**src/rtl/sort_loader.sv**
```systemverilog
// sort_loader: serial-to-parallel frame assembler feeding the descending sorter.
//
// Collects WIDTH-bit values over a valid/ready input stream into a packed frame
// of NUM_VALS slots. A frame ends on the NUM_VALS-th beat or on in_last. The
// frame is then held on a valid/ready output until it is consumed.
//
// Ports:
//   clk        rising-edge clock
//   rst_n      asynchronous active-low reset
//   in_valid   upstream beat valid
//   in_ready   block can accept a beat (high while filling)
//   in_data    beat value
//   in_last    final beat of the frame (qualified by in_valid)
//   out_valid  frame held and presented
//   out_ready  downstream consumes the frame
//   out_data   packed frame, slot 0 at the MSB end
//   out_count  number of real values in the frame
module sort_loader #(
   parameter int unsigned NUM_VALS = 8,
   parameter int unsigned WIDTH    = 4,
   localparam int unsigned CNT_W   = $clog2(NUM_VALS + 1)
) (
   input  logic                      clk,
   input  logic                      rst_n,
   input  logic                      in_valid,
   output logic                      in_ready,
   input  logic [WIDTH-1:0]          in_data,
   input  logic                      in_last,
   output logic                      out_valid,
   input  logic                      out_ready,
   output logic [NUM_VALS*WIDTH-1:0] out_data,
   output logic [CNT_W-1:0]          out_count
);

   typedef enum logic {StFill, StHold} state_e;

   state_e                      state_q, state_d;
   logic [CNT_W-1:0]            ptr_q, ptr_d;
   logic [NUM_VALS*WIDTH-1:0]   frame_q, frame_d;

   logic accept;
   logic handoff;

   assign in_ready  = (state_q == StFill);
   assign out_valid = (state_q == StHold);
   assign out_data  = frame_q;
   assign out_count = ptr_q;

   assign accept  = in_valid & in_ready;
   assign handoff = out_valid & out_ready;

   always_comb begin
      state_d = state_q;
      ptr_d   = ptr_q;
      frame_d = frame_q;
      unique case (state_q)
         StFill: begin
            if (accept) begin
               for (int unsigned i = 0; i < NUM_VALS; i++) begin
                  if (ptr_q == CNT_W'(i)) begin
                     frame_d[(NUM_VALS-i)*WIDTH-1 -: WIDTH] = in_data;
                  end
               end
               ptr_d = ptr_q + 1'b1;
               // Last slot filled or explicit end: ptr never wraps inside FILL.
               if (in_last || (ptr_q == CNT_W'(NUM_VALS - 1))) begin
                  state_d = StHold;
               end
            end
         end
         StHold: begin
            if (handoff) begin
               // Clearing here guarantees unwritten slots of the next frame read 0.
               state_d = StFill;
               ptr_d   = '0;
               frame_d = '0;
            end
         end
         default: state_d = StFill;
      endcase
   end

   always_ff @(posedge clk or negedge rst_n) begin
      if (!rst_n) begin
         state_q <= StFill;
         ptr_q   <= '0;
         frame_q <= '0;
      end else begin
         state_q <= state_d;
         ptr_q   <= ptr_d;
         frame_q <= frame_d;
      end
   end

endmodule
```
**config.mk**
```make
export PLATFORM = sky130hd
export DESIGN_NAME = sort_loader
export DESIGN_NICKNAME = d
export VERILOG_FILES = /design/src/rtl/sort_loader.sv
export SDC_FILE = /design/constraint.sdc
export NUM_CORES = 1
export LEC_CHECK = 0
export ABC_AREA = 1
export CAP_MARGIN = 20
export CORE_AREA = 5 5 72 74
export CTS_CLUSTER_DIAMETER = 60
export DETAILED_ROUTE_END_ITERATION = 16
export DIE_AREA = 0 0 77 79
export PLACE_DENSITY = 0.67
export SETUP_SLACK_MARGIN = 0.3
export SYNTH_ARGS = -nofsm -noshare
export SYNTH_HDL_FRONTEND = slang
export SYNTH_SLANG_ARGS = --single-unit
```
**constraint.sdc**
```tcl
create_clock -name clk -period 2.45 [get_ports clk]
set_input_delay 0.6125 -clock clk [delete_from_list [all_inputs] [get_ports clk]]
set_output_delay 0.6125 -clock clk [all_outputs]
set_load 0.005 [all_outputs]
```
==> impl_metrics.toml, run 1 <==
[global_routing]
grt_max_degree = 38
grt_pass1_wl_um = 6860
antenna_found_initial = 0
grt_pass1_vias = 1444
grt_usage_pct = 14.4
overflow = 0

[synthesis]
synth-xor-area-share_pct = 0
synth_area_um2 = 1730
synth_compound_area_share_pct = 1.59
synth_cell_types = 21
muxShareOfSynthArea_pct = 0
avgSynthCellArea_um2 = 8.88
yosys.area_share.simple_pct = 36.4
synth_top_family_by_area = "simple AND/OR/NAND/NOR gates"
synthAdderAreaFrac_pct = 2.89
yosysSeqAreaShare_pct = 53.5
ys_seq_elements = 37
yosysWarnings = 0
syn-instance-count = 195
syn_nets = 208

[timing]
timing.slew.headroom_pct = 68.7
rsz0062_at_grt = "no"
finClkSkew_ps = 7.26
setup_viol = 0
finalSetupTns_ps = 0
fin_crit_sh_pct = 83.0
finalCriticalPeriod_ps = 2030
tightest_slew_ps = 469
slew_viol_final = 0
fmax_mhz = 492
hold_viol = 0

[placement]
hpwl_um = 2900
dpl.cell_count = 297
gp_congestion = 0.743
port_buffers = 46

[floorplanning]
rows = 25
io_pins = 47
die_w_um = 77
die_area_um2 = 6080
start_util_pct = 38.2
core_area_um2 = 4540
die_h_um = 79

[clock_network]
root_buffer = "clkbuf_8"
numCtsBuffers = 5
cts_buffer_depth = 2
insertion_delay_ps = 290
clk_pin_slew_ps = 70
postCtsSetupBuffers = 0
numClockSinks = 37
cts_tree = "done"
cts_max_level = 2

[detailed_routing]
remaining_drc_errors = 0
routed_via_density = 4.72
wirelength_um = 4040
vias = 1439
drtIter0Drc = 79
dr.pass1.iters = 4
ant_nets = 0
routedWlPerCell_um = 13.3

[setup_path]
cp-start-kind = "flip-flop"
critPathMaxFanout = 8
timing_worst_setup_path_type = "flip-flop to primary output"
worstPathArrival_ps = 1420
crit_required_ps = 1840
crit_path_end_kind = "primary output"

[power]
worst_ir_drop_vdd_mv = 0.298
power.leakage_nw = 1.22
p_per_area_nw_per_um2 = 912

[worst_hold_path]
hold_path.class = "flip-flop to flip-flop"

[cells_and_area]
layoutNonFillerInstCount = 305
area_growth_pct = 37.6
n_antenna_cell = 0
finalNetCount = 263
drive_gt1_share_pct = 13.9

[job]
maxCapViolCount = 0

[run_status]
status = "finished clean"
## registers in the layout, summed over array words and instances, names as in the netlist
name and flops:
out_data 32, out_valid 1, out_count 4
## final cells by class
cell class	instances	area, µm²
multi-input combinational	136	708
clock inverter	1	5.00
timing repair buffer	52	505
tap	54	67.6
sequential	37	927
fill	434	2150
clock buffer	7	96.3
inverter	18	73.8
## cell usage in the layout, fill, tap and decap left out
cell              n
nor2_2            1
nand2_4           1
ha_1              4
nand2_2           1
nor2_8            1
nand3_4           3
nand3_2           3
o21ai_0           3
dfrtp_1          36
clkinv_2          6
inv_1            11
a21oi_1           1
buf_4             6
clkdlybuf4s50_1  46
o211ai_1          1
inv_2             2
nor2_4            3
nand2_1          73
nand3_1          34
nor2_1            7
clkbuf_8          7
dfrtp_2           1
## metrics by stage
stage                     utilization (%)  worst slack, ps  instance area, µm²  power (W)  hold slack [ps]
after floorplan                         -             1160                1730    0.00126              317
after global placement               50.3              547                2280    0.00171              486
after detailed placement             50.3              525                2280    0.00173              493
after CTS                            52.5              326                2380    0.00220              509
after global routing                 52.6              346                2380    0.00234              531
final                                52.6              416                2380    0.00217              501
## synthesized netlist by cell type
| cell type | instances | area share, % |
|---|---|---|
| nand2_1 | 73 | 16 |
| dfrtp_1 | 37 | 53 |
| nand3_1 | 34 | 9.8 |
| inv_1 | 11 | 2.4 |
| nor2_1 | 7 | 1.5 |
| clkinv_2 | 5 | 1.4 |
| ha_1 | 4 | 2.9 |
| nand3_2 | 3 | 1.7 |
| nand3_4 | 3 | 3.0 |
| nor2_4 | 3 | 2.0 |
| o21ai_0 | 3 | 0.87 |
| buf_1 | 2 | 0.43 |
| inv_2 | 2 | 0.43 |
| a21oi_1 | 1 | 0.29 |
| buf_2 | 1 | 0.29 |
| buf_6 | 1 | 0.65 |
| nand2_2 | 1 | 0.36 |
| nand2_4 | 1 | 0.65 |
| nor2_2 | 1 | 0.36 |
| nor2_8 | 1 | 1.2 |
| o211ai_1 | 1 | 0.43 |
## final timing paths
path | from | to | slack [ps] | depth (start not counted)
worst max-delay path | out_valid | in_ready | 420 | 2
worst min-delay path | out_data[2] | out_data[2] | 500 | 2
worst max register to register | out_valid | out_data[28] | 1120 | 4
worst min register to register | out_data[2] | out_data[2] | 500 | 2
max in group asynchronous | rst_n | out_valid | 1360 | 2
min in group asynchronous | rst_n | out_data[1] | 750 | 2
## routing by layer
layer	vias to the layer above	part of all wire [%]	track usage, %
li1	726	-	-
met5	-	0	0
met4	0	1.8	6.19
met1	671	49	18.4
met3	8	5.8	4.76
met2	34	44	22.3
## where the power goes
part	internal (W)	switching, W
sequential	0.000775	0.000131
clock	0.000254	0.000215
combinational	0.000428	0.000371
total	0.00146	0.000716
## worst max-delay path, stage by stage, from the launching register on
cell             delay (ps)
dfrtp_2                 500
inv_1                   130
clkdlybuf4s50_1         510
## kinds of logic after synthesis
family,Yosys count
buffers and inverters,22
and+or+nand+nor,127
AOI/OAI and AO/OA,5
adders and majority gates,4
DFF,37
## repair_timing
| action | CTS | global route |
|---|---|---|
| hold buffers | 0 | 0 |
| setup endpoints to repair | 0 | 1 |
| gates resized for setup | 0 | 1 |
No activity file was read; power rests on OpenSTA's default activity.
==> run 2: changes to the inputs <==
- clock period: 2.45 -> 2 ns (I/O delays scaled with it)
==> impl_metrics.toml, run 2 (synthesis results as in run 1) <==
[floorplanning]
rows = 25
die_h_um = 79
start_util_pct = 38.2
die_area_um2 = 6080
core_area_um2 = 4540
die_w_um = 77
io_pins = 47

[job]
maxCapViolCount = 0

[timing]
timing.slew.headroom_pct = 69.2
hold_viol = 0
fin_crit_sh_pct = 83.1
finClkSkew_ps = 5.45
slew_viol_final = 0
rsz0062_at_grt = "no"
fmax_mhz = 602
setup_viol = 0
finalCriticalPeriod_ps = 1660
hold_slack_ps = 501
tightest_slew_ps = 461
finalSetupTns_ps = 0

[cells_and_area]
finalNetCount = 271
nFillCells = 445
regArea_um2 = 928
multi_input_area_um2 = 708
area_growth_pct = 42.8
mostFrequentLayoutCells = "nand2_1, dfrtp_1, nand3_1, clkdlybuf4s50_1, buf_4"
drive_gt1_share_pct = 17.0
final_common_cell = "nand2_1"
largest_reg_flops = 32
n_antenna_cell = 0

[clock_network]
insertion_delay_ps = 290
cts_buffer_depth = 2
numClockSinks = 37
clk_pin_slew_ps = 70
root_buffer = "clkbuf_8"
numCtsBuffers = 5
cts_tree = "done"
cts_max_level = 2

[setup_path]
max_stage_delay_ps = 510
cp_num_buf_inv = 1
worstPathArrival_ps = 1160
cp-start-kind = "flip-flop"
slowest_stage = "clkdlybuf4s50_1"
path_cells = "clkdlybuf4s50_1"
crit_path_end_kind = "primary output"
crit_required_ps = 1500
critPathMaxFanout = 2
timing_worst_setup_path_type = "flip-flop to primary output"
cp_top_family = "buffers and inverters"

[global_routing]
grt_max_degree = 38
grt_pass1_wl_um = 7020
antenna_found_initial = 0
grt_usage_pct = 14.6
overflow = 0
grt_pass1_vias = 1470

[power]
power.leakage_nw = 1.45
switching_share_pct = 32.9
p_per_area_nw_per_um2 = 1090
p_sw_w = 0.000888
p_clk_share_pct = 21.3
combPwrFrac_pct = 39.1
seq_power_share_pct = 39.6
worst_ir_drop_vdd_mv = 0.431
intPower_w = 0.00181

[detailed_routing]
ant_nets = 0
vias = 1502
routed_via_density = 4.80
wirelength_um = 4200
routedWlPerCell_um = 13.4
remaining_drc_errors = 0
dr.pass1.iters = 4
drtIter0Drc = 75

[placement]
hpwl_um = 2950
port_buffers = 46
gp_congestion = 0.756

[run_status]
status = "finished clean"

[worst_hold_path]
hold_path.class = "flip-flop to flip-flop"
==> run 2: cell count changes in the layout (fill, tap and decap cells not counted) <==
cell and change:
dfrtp_1 -1, buf_4 +8, dfrtp_2 +1, dlygate4sd2_1 +1
dlymetal6s2s_1 +12, clkdlybuf4s50_1 -13
==> run 2: cell type report <==
| type | instances | area share (%) |
|---|---|---|
| flip-flops and latches | 37 | 37.5 |
| multi-input cells | 136 | 28.6 |
| repair buffers | 60 | 24.0 |
| clock buffers | 7 | 3.89 |
| inverters | 18 | 2.98 |
| well taps | 54 | 2.73 |
| clock inverters | 1 | 0.202 |
==> run 2: stage by stage <==
| stage | utilization (%) | setup WS (ps) | instances | power, W | instance area, µm² |
|---|---|---|---|---|---|
| floorplan | - | 823 | 195 | 0.00154 | 1730 |
| global placement | 50.6 | 246 | 299 | 0.00211 | 2300 |
| detailed placement | 50.6 | 215 | 299 | 0.00213 | 2300 |
| CTS | 53.7 | 308 | 312 | 0.00276 | 2440 |
| global route | 54.5 | 303 | 313 | 0.00289 | 2470 |
| finish | 54.5 | 338 | 313 | 0.00270 | 2470 |
==> run 2: path summary, 6_finish.rpt <==
path	from	to	slack [ps]	cells after the start
max reg2reg	out_count[1]	out_data[24]	570	8
min in group asynchronous	rst_n	out_data[2]	640	2
max in group asynchronous	rst_n	out_count[3]	1020	2
max	out_data[10]	out_data[10]	340	1
min	out_data[0]	out_data[0]	500	2
min reg2reg	out_data[0]	out_data[0]	500	2
==> run 2: timing repair <==
item | CTS | global route
setup endpoints to repair | 6 | 12
buffers inserted | 5 | 1
gates cloned | 0 | 0
hold buffers | 0 | 0
gates resized for setup | 3 | 12
==> run 2: power by group through the flow <==
stage	clock network, W	logic, W	registers [W]
floorplan	0	0.000440	0.00110
global placement	0	0.000989	0.00112
detailed placement	0	0.00101	0.00112
CTS	0.000591	0.00109	0.00108
global route	0.000612	0.00118	0.00110
finish	0.000575	0.00106	0.00107
==> run 2: per-layer routing <==
| metal | wire [µm] | global-route usage [%] | part of all wire [%] |
|---|---|---|---|
| met1 | 1890 | 18.4 | 45 |
| met3 | 321 | 5.33 | 7.6 |
| met5 | 0 | 0 | 0 |
| met4 | 77 | 6.19 | 1.8 |
| met2 | 1910 | 22.5 | 45 |
